==> src/rtl/vl6180x_seq.sv <==
// vl6180x_seq - register-level sequencer for the VL6180X time-of-flight sensor.
//
// Sits directly upstream of i2c_master. It issues one register read or write
// per command over a valid/ready handshake and waits for that command's
// response before issuing the next one.
// Sequence: boot wait, optional init table, then continuous single-shot
// ranging. Each range result (mm) is published with a one-cycle strobe.
//
// Optional feature macro: VL6180X_SEQ_INIT_EN
//   defined   : after boot, an 8-entry init register table is written.
//   undefined : no init phase; boot goes straight to clearing the fresh-out-of-reset flag.
//
// Ports
//   CLK, RST             clock, synchronous active-high reset
//   CMD_VALID/CMD_READY  command handshake towards i2c_master
//   CMD_ADDR             7-bit device address
//   CMD_RW               1 = read, 0 = write
//   CMD_REG              16-bit register index
//   CMD_WDATA            write data (0 for reads)
//   RSP_VALID            one-cycle pulse when a transaction has finished
//   RSP_NACK, RSP_DATA   response status and read byte, qualified by RSP_VALID
//   RANGE, RANGE_VALID   last range in mm, and its one-cycle update strobe
//   ERROR                high while in the error back-off state
module vl6180x_seq #(
    parameter logic [6:0] DEV_ADDR   = 7'h29,
    parameter int         POLL_GAP   = 12_000,
    parameter int         RETRY_WAIT = 120_000,
    parameter int         POLL_MAX   = 255
) (
    input  logic        CLK,
    input  logic        RST,
    output logic        CMD_VALID,
    input  logic        CMD_READY,
    output logic [6:0]  CMD_ADDR,
    output logic        CMD_RW,
    output logic [15:0] CMD_REG,
    output logic [7:0]  CMD_WDATA,
    input  logic        RSP_VALID,
    input  logic        RSP_NACK,
    input  logic [7:0]  RSP_DATA,
    output logic [7:0]  RANGE,
    output logic        RANGE_VALID,
    output logic        ERROR
);

    localparam int GAP_W  = (POLL_GAP   > 0) ? $clog2(POLL_GAP + 1)   : 1;
    localparam int ERR_W  = (RETRY_WAIT > 0) ? $clog2(RETRY_WAIT + 1) : 1;
    localparam int POLL_W = (POLL_MAX   > 0) ? $clog2(POLL_MAX + 1)   : 1;

    // Terminal counts are "last cycle index" values so each wait lasts exactly N cycles.
    localparam logic [GAP_W-1:0]  GAP_LAST  = GAP_W'((POLL_GAP   > 0) ? POLL_GAP - 1   : 0);
    localparam logic [ERR_W-1:0]  ERR_LAST  = ERR_W'((RETRY_WAIT > 0) ? RETRY_WAIT - 1 : 0);
    localparam logic [POLL_W-1:0] POLL_LAST = POLL_W'((POLL_MAX  > 0) ? POLL_MAX - 1   : 0);

    typedef enum logic [3:0] {
        ST_BOOT, ST_INIT, ST_CLRF, ST_START, ST_POLL, ST_READ, ST_CLR, ST_GAP, ST_ERR
    } state_t;

    // Command word layout: {rw, reg[15:0], wdata[7:0]}
    function automatic logic [24:0] cmd_for(input state_t s);
        case (s)
            ST_BOOT:  cmd_for = {1'b1, 16'h0016, 8'h00};
            ST_CLRF:  cmd_for = {1'b0, 16'h0016, 8'h00};
            ST_START: cmd_for = {1'b0, 16'h0018, 8'h01};
            ST_POLL:  cmd_for = {1'b1, 16'h004F, 8'h00};
            ST_READ:  cmd_for = {1'b1, 16'h0062, 8'h00};
            ST_CLR:   cmd_for = {1'b0, 16'h0015, 8'h07};
            default:  cmd_for = 25'd0;
        endcase
    endfunction

`ifdef VL6180X_SEQ_INIT_EN
    function automatic logic [24:0] init_entry(input logic [2:0] i);
        case (i)
            3'd0:    init_entry = {1'b0, 16'h0207, 8'h01};
            3'd1:    init_entry = {1'b0, 16'h0208, 8'h01};
            3'd2:    init_entry = {1'b0, 16'h0096, 8'h00};
            3'd3:    init_entry = {1'b0, 16'h0097, 8'hFD};
            3'd4:    init_entry = {1'b0, 16'h00E3, 8'h00};
            3'd5:    init_entry = {1'b0, 16'h00E4, 8'h04};
            3'd6:    init_entry = {1'b0, 16'h00E5, 8'h02};
            default: init_entry = {1'b0, 16'h00E6, 8'h01};
        endcase
    endfunction

    logic [2:0] init_idx, init_idx_n;
`endif

    state_t             state, state_n;
    logic               cmd_valid, cmd_valid_n;
    logic               outstanding, outstanding_n;
    logic [6:0]         cmd_addr, cmd_addr_n;
    logic               cmd_rw, cmd_rw_n;
    logic [15:0]        cmd_reg, cmd_reg_n;
    logic [7:0]         cmd_wdata, cmd_wdata_n;
    logic [7:0]         range_q, range_n;
    logic               range_vld, range_vld_n;
    logic [POLL_W-1:0]  poll_cnt, poll_cnt_n;
    logic [GAP_W-1:0]   gap_cnt, gap_cnt_n;
    logic [ERR_W-1:0]   err_cnt, err_cnt_n;
    logic               go;

    always_ff @(posedge CLK) begin
        if (RST) begin
            state       <= ST_BOOT;
            cmd_valid   <= 1'b0;
            outstanding <= 1'b0;
            cmd_addr    <= '0;
            cmd_rw      <= 1'b0;
            cmd_reg     <= '0;
            cmd_wdata   <= '0;
            range_q     <= '0;
            range_vld   <= 1'b0;
            poll_cnt    <= '0;
            gap_cnt     <= '0;
            err_cnt     <= '0;
`ifdef VL6180X_SEQ_INIT_EN
            init_idx    <= '0;
`endif
        end else begin
            state       <= state_n;
            cmd_valid   <= cmd_valid_n;
            outstanding <= outstanding_n;
            cmd_addr    <= cmd_addr_n;
            cmd_rw      <= cmd_rw_n;
            cmd_reg     <= cmd_reg_n;
            cmd_wdata   <= cmd_wdata_n;
            range_q     <= range_n;
            range_vld   <= range_vld_n;
            poll_cnt    <= poll_cnt_n;
            gap_cnt     <= gap_cnt_n;
            err_cnt     <= err_cnt_n;
`ifdef VL6180X_SEQ_INIT_EN
            init_idx    <= init_idx_n;
`endif
        end
    end

    always_comb begin
        state_n       = state;
        cmd_valid_n   = cmd_valid;
        outstanding_n = outstanding;
        cmd_addr_n    = cmd_addr;
        cmd_rw_n      = cmd_rw;
        cmd_reg_n     = cmd_reg;
        cmd_wdata_n   = cmd_wdata;
        range_n       = range_q;
        range_vld_n   = 1'b0;
        poll_cnt_n    = poll_cnt;
        gap_cnt_n     = gap_cnt;
        err_cnt_n     = err_cnt;
        go            = 1'b0;
`ifdef VL6180X_SEQ_INIT_EN
        init_idx_n    = init_idx;
`endif

        case (state)
            ST_GAP: begin
                if (gap_cnt >= GAP_LAST) begin
                    state_n = ST_START;
                    go      = 1'b1;
                end else begin
                    gap_cnt_n = gap_cnt + GAP_W'(1);
                end
            end
            ST_ERR: begin
                if (err_cnt >= ERR_LAST) begin
                    state_n = ST_BOOT;
                    go      = 1'b1;
                end else begin
                    err_cnt_n = err_cnt + ERR_W'(1);
                end
            end
            default: begin
                if (cmd_valid) begin
                    if (CMD_READY) begin
                        cmd_valid_n   = 1'b0;
                        outstanding_n = 1'b1;
                    end
                end else if (!outstanding) begin
                    // Only reachable right after reset: nothing issued yet.
                    go = 1'b1;
                end else if (RSP_VALID) begin
                    outstanding_n = 1'b0;
                    if (RSP_NACK) begin
                        state_n   = ST_ERR;
                        err_cnt_n = '0;
                    end else begin
                        go = 1'b1;
                        case (state)
                            ST_BOOT: begin
                                if (RSP_DATA[0]) begin
`ifdef VL6180X_SEQ_INIT_EN
                                    state_n    = ST_INIT;
                                    init_idx_n = '0;
`else
                                    state_n    = ST_CLRF;
`endif
                                end
                            end
`ifdef VL6180X_SEQ_INIT_EN
                            ST_INIT: begin
                                if (init_idx == 3'd7) state_n = ST_CLRF;
                                else                  init_idx_n = init_idx + 3'd1;
                            end
`endif
                            ST_CLRF:  state_n = ST_START;
                            ST_START: begin
                                state_n    = ST_POLL;
                                poll_cnt_n = '0;
                            end
                            ST_POLL: begin
                                if (RSP_DATA[2:0] == 3'd4) begin
                                    state_n = ST_READ;
                                end else if (poll_cnt >= POLL_LAST) begin
                                    state_n   = ST_ERR;
                                    err_cnt_n = '0;
                                    go        = 1'b0;
                                end else begin
                                    poll_cnt_n = poll_cnt + POLL_W'(1);
                                end
                            end
                            ST_READ: begin
                                range_n     = RSP_DATA;
                                range_vld_n = 1'b1;
                                state_n     = ST_CLR;
                            end
                            ST_CLR: begin
                                if (POLL_GAP == 0) begin
                                    state_n = ST_START;
                                end else begin
                                    state_n   = ST_GAP;
                                    gap_cnt_n = '0;
                                    go        = 1'b0;
                                end
                            end
                            default: ;
                        endcase
                    end
                end
            end
        endcase

        // The next command is presented in the same edge that enters its state.
        if (go) begin
            cmd_valid_n = 1'b1;
            cmd_addr_n  = DEV_ADDR;
`ifdef VL6180X_SEQ_INIT_EN
            if (state_n == ST_INIT) {cmd_rw_n, cmd_reg_n, cmd_wdata_n} = init_entry(init_idx_n);
            else                    {cmd_rw_n, cmd_reg_n, cmd_wdata_n} = cmd_for(state_n);
`else
            {cmd_rw_n, cmd_reg_n, cmd_wdata_n} = cmd_for(state_n);
`endif
        end
    end

    assign CMD_VALID   = cmd_valid;
    assign CMD_ADDR    = cmd_addr;
    assign CMD_RW      = cmd_rw;
    assign CMD_REG     = cmd_reg;
    assign CMD_WDATA   = cmd_wdata;
    assign RANGE       = range_q;
    assign RANGE_VALID = range_vld;
    assign ERROR       = (state == ST_ERR);

endmodule
==> config.mk <==
export PLATFORM = sky130hd
export DESIGN_NAME = vl6180x_seq
export DESIGN_NICKNAME = d
export VERILOG_FILES = /design/src/rtl/vl6180x_seq.sv
export SDC_FILE = /design/constraint.sdc
export NUM_CORES = 1
export LEC_CHECK = 0
export CORE_MARGIN = 5
export CORE_UTILIZATION = 48
export DETAILED_ROUTE_END_ITERATION = 10
export PLACE_DENSITY = 0.76
export SYNTH_ARGS = -nofsm -noshare
export SYNTH_HDL_FRONTEND = slang
export SYNTH_SLANG_ARGS = --single-unit
==> constraint.sdc <==
create_clock -name CLK -period 2.2 [get_ports CLK]
set_input_delay 0.33 -clock CLK [delete_from_list [all_inputs] [get_ports CLK]]
set_output_delay 0.33 -clock CLK [all_outputs]
set_load 0.005 [all_outputs]
==> flow_metrics.py <==
metrics = {
    "clocking": {
        "clk_latency_ns": 0.35,
        "numCtsBuffers": 9,
        "holdBufCountCts": 0,
        "cts_tree": "built",
        "clock-sinks": 65,
        "htreeDepth": 3,
        "cts_root_buf": "clkbuf_8",
        "clk_pin_slew_ns": 0.07,
        "clockBufferDepth": 2,
    },
    "sta": {
        "rsz0062_at_grt": "true",
        "min_period_ns": 2.40,
        "hold_viol_final": 0,
        "max_freq_ghz": 0.416,
        "timing.hold.ws_ns": 0.477,
        "finalCritPeriodShare": 1.09,
        "timing.final.ws_setup_ns": -0.204,
        "clock_skew_ns": 0.00912,
        "drv_slew": 0,
        "setup_viol": 28,
    },
    "floorplanning": {
        "die_y_um": 94.7,
        "core_area_mm2": 0.00691,
        "die_area_mm2": 0.00897,
        "start_util": 0.499,
        "num_rows": 30,
        "num_io_pins": 56,
        "die_x_um": 94.7,
    },
    "synthesis": {
        "synth_cell_types": 61,
        "synth_edf_count": 0,
        "syn_inst": 409,
        "ys_ff_latch": 65,
        "synth-async-reset-ratio": 0,
        "synth_area_leaders": "dfxtp_1 38%, nor2_1 4.9%, buf_4 4.6%",
        "yosysTopAreaCell": "dfxtp_1",
        "synth_top_area_share": 0.378,
        "netlist_area_mm2": 0.00345,
        "syn_area_per_cell_um2": 8.42,
        "ys_warn_count": 0,
        "yosysSeqAreaShare": 0.378,
        "synthFlopType": "dfxtp_1",
    },
    "critical_path": {
        "rrSetupSlack_ns": -0.20,
        "crit_path_top_delay_cell": "or4_1",
        "worstReg2RegEnd": "err_cnt[6]$_SDFFE_PP0P_",
        "rr_worst_depth": 8,
        "cp_max_fo": 8,
        "cp_common_cell": "a21oi_1",
        "r2r_start": "err_cnt[0]$_SDFFE_PP0P_",
        "worstSetupPathType": "reg2reg",
        "path_cells": "ha_1 -> a21oi_1 -> o21ai_0 -> a221o_1 -> a211o_4 -> buf_12 -> or4_1 -> a21oi_1",
        "cp-start-kind": "register",
        "critPathRequiredTime_ns": 2.47,
        "crit_path_end_kind": "register",
        "arrival_ns": 2.68,
        "max_stage_delay_ns": 0.46,
    },
    "outcome": {
        "violations": "negative setup slack",
        "status": "finished with violations",
    },
    "detailed_routing": {
        "dr.first_iter.drc_count": 260,
        "ant_nets": 0,
        "drc": 0,
        "vias": 3513,
        "drt_pass1_iterations": 5,
        "post_drt_wl_per_cell_um": 15.9,
        "viasPerCell": 5.69,
        "wirelength_um": 9820,
    },
    "final_layout": {
        "seq_area_mm2": 0.00130,
        "multi_input_area_mm2": 0.00206,
        "final_area_mm2": 0.00483,
        "n_antenna_cell": 0,
        "final.fill_count": 523,
        "fin_nets": 533,
        "drive_gt1_frac": 0.263,
        "area.growth.synth_to_final_pct": 40.2,
    },
    "global_routing": {
        "grt.overflow.total": 0,
        "grt_max_degree": 31,
        "grt_antenna_before_repair": 0,
        "grt_pass1_wl_um": 15800,
        "grt_usage": 0.221,
        "grt_pass1_vias": 3315,
    },
    "power_and_ir_drop": {
        "total_leakage_power_nw": 1.92,
        "ir_worst_vdd_v": 0.000425,
        "p_total_mw": 2.73,
        "p_per_area_mw_per_mm2": 565,
    },
    "min_path": {
        "hold_start": "gap_cnt[13]$_SDFFE_PP0P_",
        "holdPathStages": 2,
        "hp-class": "reg2reg",
        "hold_end": "gap_cnt[13]$_SDFFE_PP0P_",
    },
    "flow_run": {
        "cap_violations": 0,
    },
    "place": {
        "port-buffer-count": 37,
        "dp_slack_ns": -0.546,
        "dpl_cell_area_mm2": 0.00431,
        "globalplace.congestion": 0.879,
        "dpl.hpwl_um": 6580,
    },
}
## layout make-up
cell class / instances / area share
clock buffer: 9 / 0.0256
clock inverter: 7 / 0.0246
inverter: 14 / 0.0119
multi-input combinational: 306 / 0.427
sequential: 65 / 0.270
tap: 96 / 0.0249
timing repair buffer: 120 / 0.216
## state kept, by name, indices dropped and copies added (netlist names)
signal,count
err_cnt,17
poll_cnt,8
CMD_ADDR,1
outstanding,1
CMD_VALID,1
CMD_WDATA,2
RANGE_VALID,1
CMD_REG,7
RANGE,8
state,4
CMD_RW,1
gap_cnt,14
## routing by layer
metal | global-route usage | vias to the layer above | part of all wire
li1 | - | 1681 | -
met1 | 0.287 | 1679 | 0.45
met2 | 0.353 | 127 | 0.48
met3 | 0.0478 | 26 | 0.052
met4 | 0.0901 | 0 | 0.022
met5 | 0 | - | 0
## cell families after synthesis
logic type      after synthesis  synth area share
buf+inv                      56            0.0926
flops                        65             0.378
mux                           9            0.0261
simple gates                171             0.269
xor+xnor                     18            0.0458
fa+ha+maj                     4            0.0145
compound gates               85             0.173
other cells                   1           0.00109
## metrics by stage
step | util | cells | setup TNS, ns
after floorplan | - | 426 | -0.227
after global placement | 0.624 | 591 | -8.98
after detailed placement | 0.624 | 591 | -10.65
after CTS | 0.680 | 613 | -1.26
after global routing | 0.699 | 617 | -5.86
final | 0.699 | 617 | -3.21
## worst max-delay path by stage
stage                       startpoint                       end  slack (ns)  cells past startpoint
2_1_floorplan      state[3]$_SDFF_PP0_  err_cnt[10]$_SDFFE_PP0P_       -0.04                      8
3_3_place_gp               RSP_DATA[2]   CMD_REG[5]$_SDFFE_PP0P_       -0.45                      7
3_5_place_dp               RSP_DATA[2]   CMD_REG[5]$_SDFFE_PP0P_       -0.55                      7
4_1_cts            state[0]$_SDFF_PP0_   err_cnt[6]$_SDFFE_PP0P_       -0.17                      7
5_1_grt            state[0]$_SDFF_PP0_   err_cnt[6]$_SDFFE_PP0P_       -0.29                      7
6_report       err_cnt[0]$_SDFFE_PP0P_   err_cnt[6]$_SDFFE_PP0P_       -0.20                      8
## repair_timing
item	in CTS	in global routing
hold endpoints to repair	0	0
gates resized for setup	24	16
cloned	1	2
setup buffers	5	2
pin swaps	6	12
endpoints found under the setup margin	29	34
## critical path: cells and delay by family (launching register included)
| family | cells | cell delay [ns] |
|---|---|---|
| AOI/OAI and AO/OA | 5 | 1.20 |
| and+or+nand+nor | 1 | 0.46 |
| DFF | 1 | 0.33 |
| adders and majority gates | 1 | 0.21 |
| buffers and inverters | 1 | 0.15 |
## power by group
group,internal [mW],leakage [nW],switching (mW)
clock network,0.752,0.115,0.485
logic,0.148,1.28,0.135
registers,1.19,0.527,0.0151
total,2.09,1.92,0.635
## cell usage after synthesis, types with 3 or more instances
| cell | number |
|---|---|
| buf_4 | 21 |
| a32o_1 | 6 |
| and2_1 | 4 |
| nor4b_1 | 5 |
| or3_1 | 7 |
| xor2_1 | 6 |
| buf_2 | 5 |
| o21ai_1 | 4 |
| clkbuf_1 | 12 |
| o211ai_1 | 10 |
| a211oi_1 | 4 |
| nand4_1 | 12 |
| dfxtp_1 | 65 |
| a21oi_1 | 26 |
| and3_1 | 6 |
| or4_1 | 12 |
| o21ai_0 | 8 |
| xnor2_1 | 12 |
| nand2_1 | 33 |
| o31ai_1 | 5 |
| inv_1 | 13 |
| nand3_1 | 18 |
| mux2i_1 | 9 |
| nor4_1 | 8 |
| ha_1 | 4 |
| buf_6 | 3 |
| nor2_1 | 45 |
| nor3_1 | 3 |
## layout by cell type (no fill, tap or decap), types with 8 or more instances in the layout
cell              n
a21oi_1          19
buf_4            79
clkbuf_8          9
clkdlybuf4s50_1  36
conb_1           18
dfxtp_1          63
inv_1            13
mux2i_1           9
nand2_1          30
nand3_1          18
nand4_1          12
nor2_1           43
o211ai_1         10
o21ai_0           8
or4_1             9
xnor2_1          12
Note: power is estimated with default switching activity, not from simulation.
